==> src/rtl/axis_packet_joiner.sv <==
// Packet-granular round-robin AXIS joiner with per-beat source tagging on tdest.
// Optional macro AXIS_JOINER_SKIP_IDLE_EN: skip streams with no data at packet boundaries.
`timescale 1ns/1ps

module axis_packet_joiner #(
    parameter int AXIS_BYTES     = 4,
    parameter int AXIS_USER_BITS = 1,
    parameter int NUM_STREAMS    = 4,
    parameter int DEST_BITS      = 4,
    parameter int TDEST_BASE     = 0,
    parameter int TLAST_MODE     = 0,
    parameter int CNT_BITS       = 16
) (
    input  logic                                    clk,
    input  logic                                    sresetn,
    input  logic                                    enable,
    input  logic [CNT_BITS-1:0]                     frame_packets,
    input  logic [NUM_STREAMS*8*AXIS_BYTES-1:0]     s_axis_tdata,
    input  logic [NUM_STREAMS*AXIS_BYTES-1:0]       s_axis_tkeep,
    input  logic [NUM_STREAMS*AXIS_USER_BITS-1:0]   s_axis_tuser,
    input  logic [NUM_STREAMS-1:0]                  s_axis_tvalid,
    input  logic [NUM_STREAMS-1:0]                  s_axis_tlast,
    output logic [NUM_STREAMS-1:0]                  s_axis_tready,
    output logic [8*AXIS_BYTES-1:0]                 m_axis_tdata,
    output logic [AXIS_BYTES-1:0]                   m_axis_tkeep,
    output logic [AXIS_USER_BITS-1:0]               m_axis_tuser,
    output logic                                    m_axis_tvalid,
    output logic                                    m_axis_tlast,
    input  logic                                    m_axis_tready,
    output logic [DEST_BITS-1:0]                    m_axis_tdest,
    output logic                                    busy,
    output logic                                    frame_done,
    output logic [CNT_BITS-1:0]                     frame_count
);

    localparam int DW       = 8 * AXIS_BYTES;
    localparam int SEL_BITS = (NUM_STREAMS > 1) ? $clog2(NUM_STREAMS) : 1;

    typedef enum logic [1:0] {
        ST_IDLE,
        ST_SEND,
        ST_DONE
    } state_t;

    state_t                r_state;
    logic [SEL_BITS-1:0]   r_sel;
    logic [CNT_BITS-1:0]   r_pkt_cnt;
    logic [CNT_BITS-1:0]   r_frame_pkts;
    logic [CNT_BITS-1:0]   r_frame_count;
    logic                  r_busy;
    logic                  r_frame_done;

    logic [SEL_BITS-1:0]   w_sel;
    logic [SEL_BITS-1:0]   w_sel_next;
    logic                  w_send;
    logic                  w_beat;
    logic                  w_tlast_in;
    logic                  w_last_pkt;

    logic [DW-1:0]             w_data [NUM_STREAMS];
    logic [AXIS_BYTES-1:0]     w_keep [NUM_STREAMS];
    logic [AXIS_USER_BITS-1:0] w_user [NUM_STREAMS];

    for (genvar gi = 0; gi < NUM_STREAMS; gi++) begin : g_slice
        assign w_data[gi] = s_axis_tdata[gi*DW +: DW];
        assign w_keep[gi] = s_axis_tkeep[gi*AXIS_BYTES +: AXIS_BYTES];
        assign w_user[gi] = s_axis_tuser[gi*AXIS_USER_BITS +: AXIS_USER_BITS];
    end

`ifdef AXIS_JOINER_SKIP_IDLE_EN
    logic                r_locked;
    logic [SEL_BITS-1:0] w_sel_hunt;

    // Descending scan so the nearest valid stream after the nominal index wins.
    always_comb begin
        int                  idx;
        logic [SEL_BITS-1:0] cand;
        w_sel_hunt = r_sel;
        for (int k = NUM_STREAMS - 1; k >= 0; k--) begin
            idx = int'(r_sel) + k;
            if (idx >= NUM_STREAMS) idx = idx - NUM_STREAMS;
            cand = SEL_BITS'(idx);
            if (s_axis_tvalid[cand]) w_sel_hunt = cand;
        end
    end

    assign w_sel = r_locked ? r_sel : w_sel_hunt;
`else
    assign w_sel = r_sel;
`endif

    assign w_sel_next = (w_sel == SEL_BITS'(NUM_STREAMS - 1)) ? '0 : w_sel + 1'b1;
    assign w_send     = (r_state == ST_SEND);
    assign w_tlast_in = s_axis_tlast[w_sel];
    assign w_last_pkt = (r_frame_pkts != '0) &&
                        (r_pkt_cnt == r_frame_pkts - CNT_BITS'(1));

    assign m_axis_tvalid = w_send && s_axis_tvalid[w_sel];
    assign s_axis_tready = w_send ? (NUM_STREAMS'(m_axis_tready) << w_sel) : '0;
    assign w_beat        = m_axis_tvalid && m_axis_tready;

    assign m_axis_tdata  = w_data[w_sel];
    assign m_axis_tkeep  = w_keep[w_sel];
    assign m_axis_tuser  = w_user[w_sel];
    assign m_axis_tdest  = DEST_BITS'(TDEST_BASE) + DEST_BITS'(w_sel);
    assign m_axis_tlast  = w_send && w_tlast_in &&
                           ((TLAST_MODE == 0) || w_last_pkt);

    assign busy        = r_busy;
    assign frame_done  = r_frame_done;
    assign frame_count = r_frame_count;

    always_ff @(posedge clk) begin
        if (!sresetn) begin
            r_state       <= ST_IDLE;
            r_sel         <= '0;
            r_pkt_cnt     <= '0;
            r_frame_pkts  <= '0;
            r_frame_count <= '0;
            r_busy        <= 1'b0;
            r_frame_done  <= 1'b0;
`ifdef AXIS_JOINER_SKIP_IDLE_EN
            r_locked      <= 1'b0;
`endif
        end else begin
            r_frame_done <= 1'b0;
            unique case (r_state)
                ST_IDLE: begin
                    if (enable) begin
                        r_state      <= ST_SEND;
                        r_busy       <= 1'b1;
                        r_frame_pkts <= frame_packets;
                        r_sel        <= '0;
                        r_pkt_cnt    <= '0;
`ifdef AXIS_JOINER_SKIP_IDLE_EN
                        r_locked     <= 1'b0;
`endif
                    end
                end
                ST_SEND: begin
                    if (w_beat && w_tlast_in) begin
                        r_sel     <= w_sel_next;
                        r_pkt_cnt <= r_pkt_cnt + CNT_BITS'(1);
`ifdef AXIS_JOINER_SKIP_IDLE_EN
                        r_locked  <= 1'b0;
`endif
                        // Frame completion wins over a concurrent disarm.
                        if (w_last_pkt) begin
                            r_state       <= ST_DONE;
                            r_busy        <= 1'b0;
                            r_frame_done  <= 1'b1;
                            r_frame_count <= r_frame_count + CNT_BITS'(1);
                        end else if (!enable) begin
                            r_state <= ST_IDLE;
                            r_busy  <= 1'b0;
                        end
                    end else if (w_beat) begin
                        r_sel    <= w_sel;
`ifdef AXIS_JOINER_SKIP_IDLE_EN
                        r_locked <= 1'b1;
`endif
                    end
                end
                ST_DONE: begin
                    if (!enable) r_state <= ST_IDLE;
                end
                default: begin
                    r_state <= ST_IDLE;
                    r_busy  <= 1'b0;
                end
            endcase
        end
    end

endmodule

==> config.mk <==
export PLATFORM = sky130hd
export DESIGN_NAME = axis_packet_joiner
export DESIGN_NICKNAME = d
export VERILOG_FILES = /design/src/rtl/axis_packet_joiner.sv
export SDC_FILE = /design/constraint.sdc
export NUM_CORES = 1
export LEC_CHECK = 0
export ABC_CLOCK_PERIOD_IN_PS = 3500
export BUFFER_PORTS_ARGS = -buffer_cell sky130_fd_sc_hd__buf_2
export CAP_MARGIN = 20
export CORE_MARGIN = 2
export CORE_UTILIZATION = 35
export DETAILED_ROUTE_END_ITERATION = 6
export GPL_TIMING_DRIVEN = 0
export PLACE_DENSITY = 0.78
export SLEW_MARGIN = 25
export SYNTH_ARGS = -nofsm -noshare
export SYNTH_HDL_FRONTEND = slang
export SYNTH_SLANG_ARGS = --single-unit
==> constraint.sdc <==
create_clock -name clk -period 3.5 [get_ports clk]
set_input_delay 0.7 -clock clk [delete_from_list [all_inputs] [get_ports clk]]
set_output_delay 0.7 -clock clk [all_outputs]
set_load 0.05 [all_outputs]
==> summary.txt <==
STA
  – RSZ-0062 raised after global routing: no
  – Minimum clock period: between 3000 and 4000 ps
  – Skew final: about 6.3 ps
  – Final worst slack: about 410 ps
  – Final setup viols: 0
  – Setup TNS: 0 ps
  – Max-slew violation count: 0
  – Final cycle utilization of the critical path: 88.18%
  – Least-Margin Pin Slew: roughly 810 ps
  – Fmax: ~320 MHz
  – Worst slew margin: between 40% and 50%
  – Final hold vios: 0

Hold path
  – Hold Crit Start: frame_count[15]$_SDFFE_PN0P_
  – Hold Crit Class: flip-flop to flip-flop

Outcome
  – Outcome: finished clean

Logic synthesis
  – Syn Std Cell Area: approximately 4000 um2
  – Warnings from Yosys: 0
  – Top cell type's share of synthesized area: approximately 27%
  – Top cells by area, synth: dfxtp_1 (27%), mux4_2 (22%), nand2_1 (6.1%)
  – Synth top cells by count: nand2_1 (65), dfxtp_1 (54), mux4_2 (39)
  – Number of synthesized flops with an enable pin: 0
  – Register area share after synthesis: roughly 27%
  – Distinct cells, synth: 55
  – Yosys top cell by area: dfxtp_1
  – Flops & latches, synth: 54
  – Most frequent cell after synthesis: nand2_1
  – Post-synth ARST share: 0%
  – Most used DFF post-synth: dfxtp_1
  – Synthesized area per cell: 9.240 um2
  – Gate Count Post-Synth: around 430

Worst setup path
  – Cell Chain, Critical Path: buf_2, buf_1, mux4_2, buf_2
  – CP Data Arrival Time: roughly 2400 ps
  – CP startpoint: r_sel[0]$_SDFFE_PN0P_
  – RR Startpoint: r_frame_pkts[0]$_SDFFE_PN0P_
  – CP max-delay cell: buf_1
  – Worst setup SP type: flip-flop
  – Critical path buffers and inverters: 3
  – Reg2Reg Setup Slack: around 500 ps
  – Worst stage delay on the critical path: 650 ps
  – CP endpoint kind: primary output
  – CP most frequent cell: buf_2
  – WP data required: between 2000 and 3000 ps
  – Crit path max-delay family: buffers and inverters
  – Crit path kind: flip-flop to primary output
  – CP Max Fanout: 10

Clock tree
  – # clock sinks: 54
  – Post-CTS Setup Repair Bufs: 0
  – Post-CTS resize count: 0
  – Clock Pin Slew Worst Setup and Hold Paths: roughly 70 ps
  – Root Buffer: clkbuf_16
  – Clock tree from TritonCTS: done
  – Clk buf depth: 2
  – Post-CTS Hold Buffers: 0
  – Clk Latency, worst-skew pair: between 200 and 300 ps
  – H-tree levels: 2
  – Total CTS buffers: 5

Flow run
  – Max-cap viol count: 0

Route
  – Total Routed Length: ~15,000 um
  – Initial drt markers: slightly above 300
  – DR DRC count: 0
  – Routed len/inst: around 18 um
  – Mean number of vias per cell: 5.374
  – DR vias: ~4,400
  – Antenna-violating nets left: 0
  – DR pass1 iterations: 4

Global routing
  – GRT Util Overall: about 23%
  – Largest net degree at the start of global routing: 17
  – Number of global-route vias before repair: between 4,000 and 5,000
  – Global-route wire length before repair: 22,680 um
  – GRT overflow: 0
  – Initial antenna violation count: 0

Layout
  – Area growth from synthesis to layout: 38.20%
  – Count of nets after finishing: ~860
  – Ant. Diodes: 0
  – Post-route cell area: between 5000 and 6000 um2
  – Share of cells above drive strength 1: between 40% and 50%
  – Non-filler cells, final: around 820

Floorplanning
  – Starting density of the core: between 30 and 40%
  – # IOs: around 240
  – Core area: 10,980 um2
  – Die H: 110.7 um
  – Die ar.: around 12,000 um2
  – Rows: 38
  – Die W: between 100 and 150 um

Power and ir drop
  – Power, Total: 1.753 mW
  – VDD IR max: approximately 0.00025 V
  – Pwr Density: 318.6 nW/um2
  – Leakage: 2.374 nW

Placed design
  – Placed insts: just over 800
  – DP Worst Slack: 543.9 ps
  – Routability cong.: ~1
  – Hpwl dp: 12,680 um
  – Area after DPL: between 5000 and 6000 um2
  – I/O Buffers: 238
==> tightest hold or removal path, stage by stage, from the launching register on <==
cell and delay, ps:
dfxtp_1 320, nand2_1 50, mux2i_1 50
==> area by class of cell <==
cell class | count | area, um2
repair buffers | 238 | 1191
clock buffers | 7 | 142.6
multi-input cells | 336 | 2711
inverters | 9 | 33.78
fillers | 1068 | 5479
clock inverters | 1 | 8.758
well taps | 140 | 175.2
flip-flops and latches | 54 | 1081
plain buffers | 33 | 160.2
==> metrics by stage <==
stage | util, % | hold slack [ps]
after floorplan | - | 437.5
after global placement | 48.74 | 454.7
after detailed placement | 48.74 | 458.3
after CTS | 50.11 | 469.6
after global routing | 50.11 | 508.2
final | 50.11 | 469.0
==> power by group <==
part	total [mW]	leakage, nW	switching (mW)	internal (mW)
logic	0.591	1.86	0.359	0.232
clock network	0.520	0.0745	0.231	0.288
registers	0.643	0.438	0.0153	0.628
total	1.75	2.37	0.606	1.15
==> kinds of logic after synthesis <==
logic type	synth area share (%)
and+or+nand+nor	24.51
AOI/OAI and AO/OA	11.62
DFF	27.14
muxes	23.81
buffers and inverters	4.869
xor gates and xnor gates	6.378
adders and majority gates	1.571
other	0.09416
==> registers in the layout, indices dropped and copies added (netlist names) <==
signal,count
frame_count,16
r_frame_pkts,16
r_pkt_cnt,16
r_sel,2
r_state,2
busy,1
frame_done,1
==> cells in the final DEF, fill, tap and decap left out, types with 5 or more instances in the layout <==
master / n
nand2b_1: 15
nand4_1: 10
o311ai_1: 5
nor2_1: 28
clkbuf_1: 20
nand2_1: 65
nor4_1: 6
and3_1: 6
o41ai_1: 6
xnor2_1: 15
inv_1: 9
buf_2: 243
a21oi_1: 34
mux2i_1: 7
dfxtp_1: 54
o21ai_1: 6
or3_1: 11
xor2_1: 14
nand3_1: 12
nor3_1: 9
mux4_2: 39
ha_1: 5
clkbuf_16: 5
==> path summary, 6_finish.rpt <==
path                                        to  cells past startpoint
setup / recovery               m_axis_tdata[9]                      4
hold / removal    frame_count[15]$_SDFFE_PN0P_                      2
setup reg to reg  frame_count[11]$_SDFFE_PN0P_                     12
hold reg to reg   frame_count[15]$_SDFFE_PN0P_                      2
==> layer usage <==
metal	GRT usage (%)	wire length [um]	vias to the layer above
li1	-	-	2086
met1	28.37	5780	2089
met5	0	0	-
met2	41.10	7545	203
met3	5.631	1365	18
met4	5.000	205	0
No activity file was read; power rests on OpenSTA's default activity.
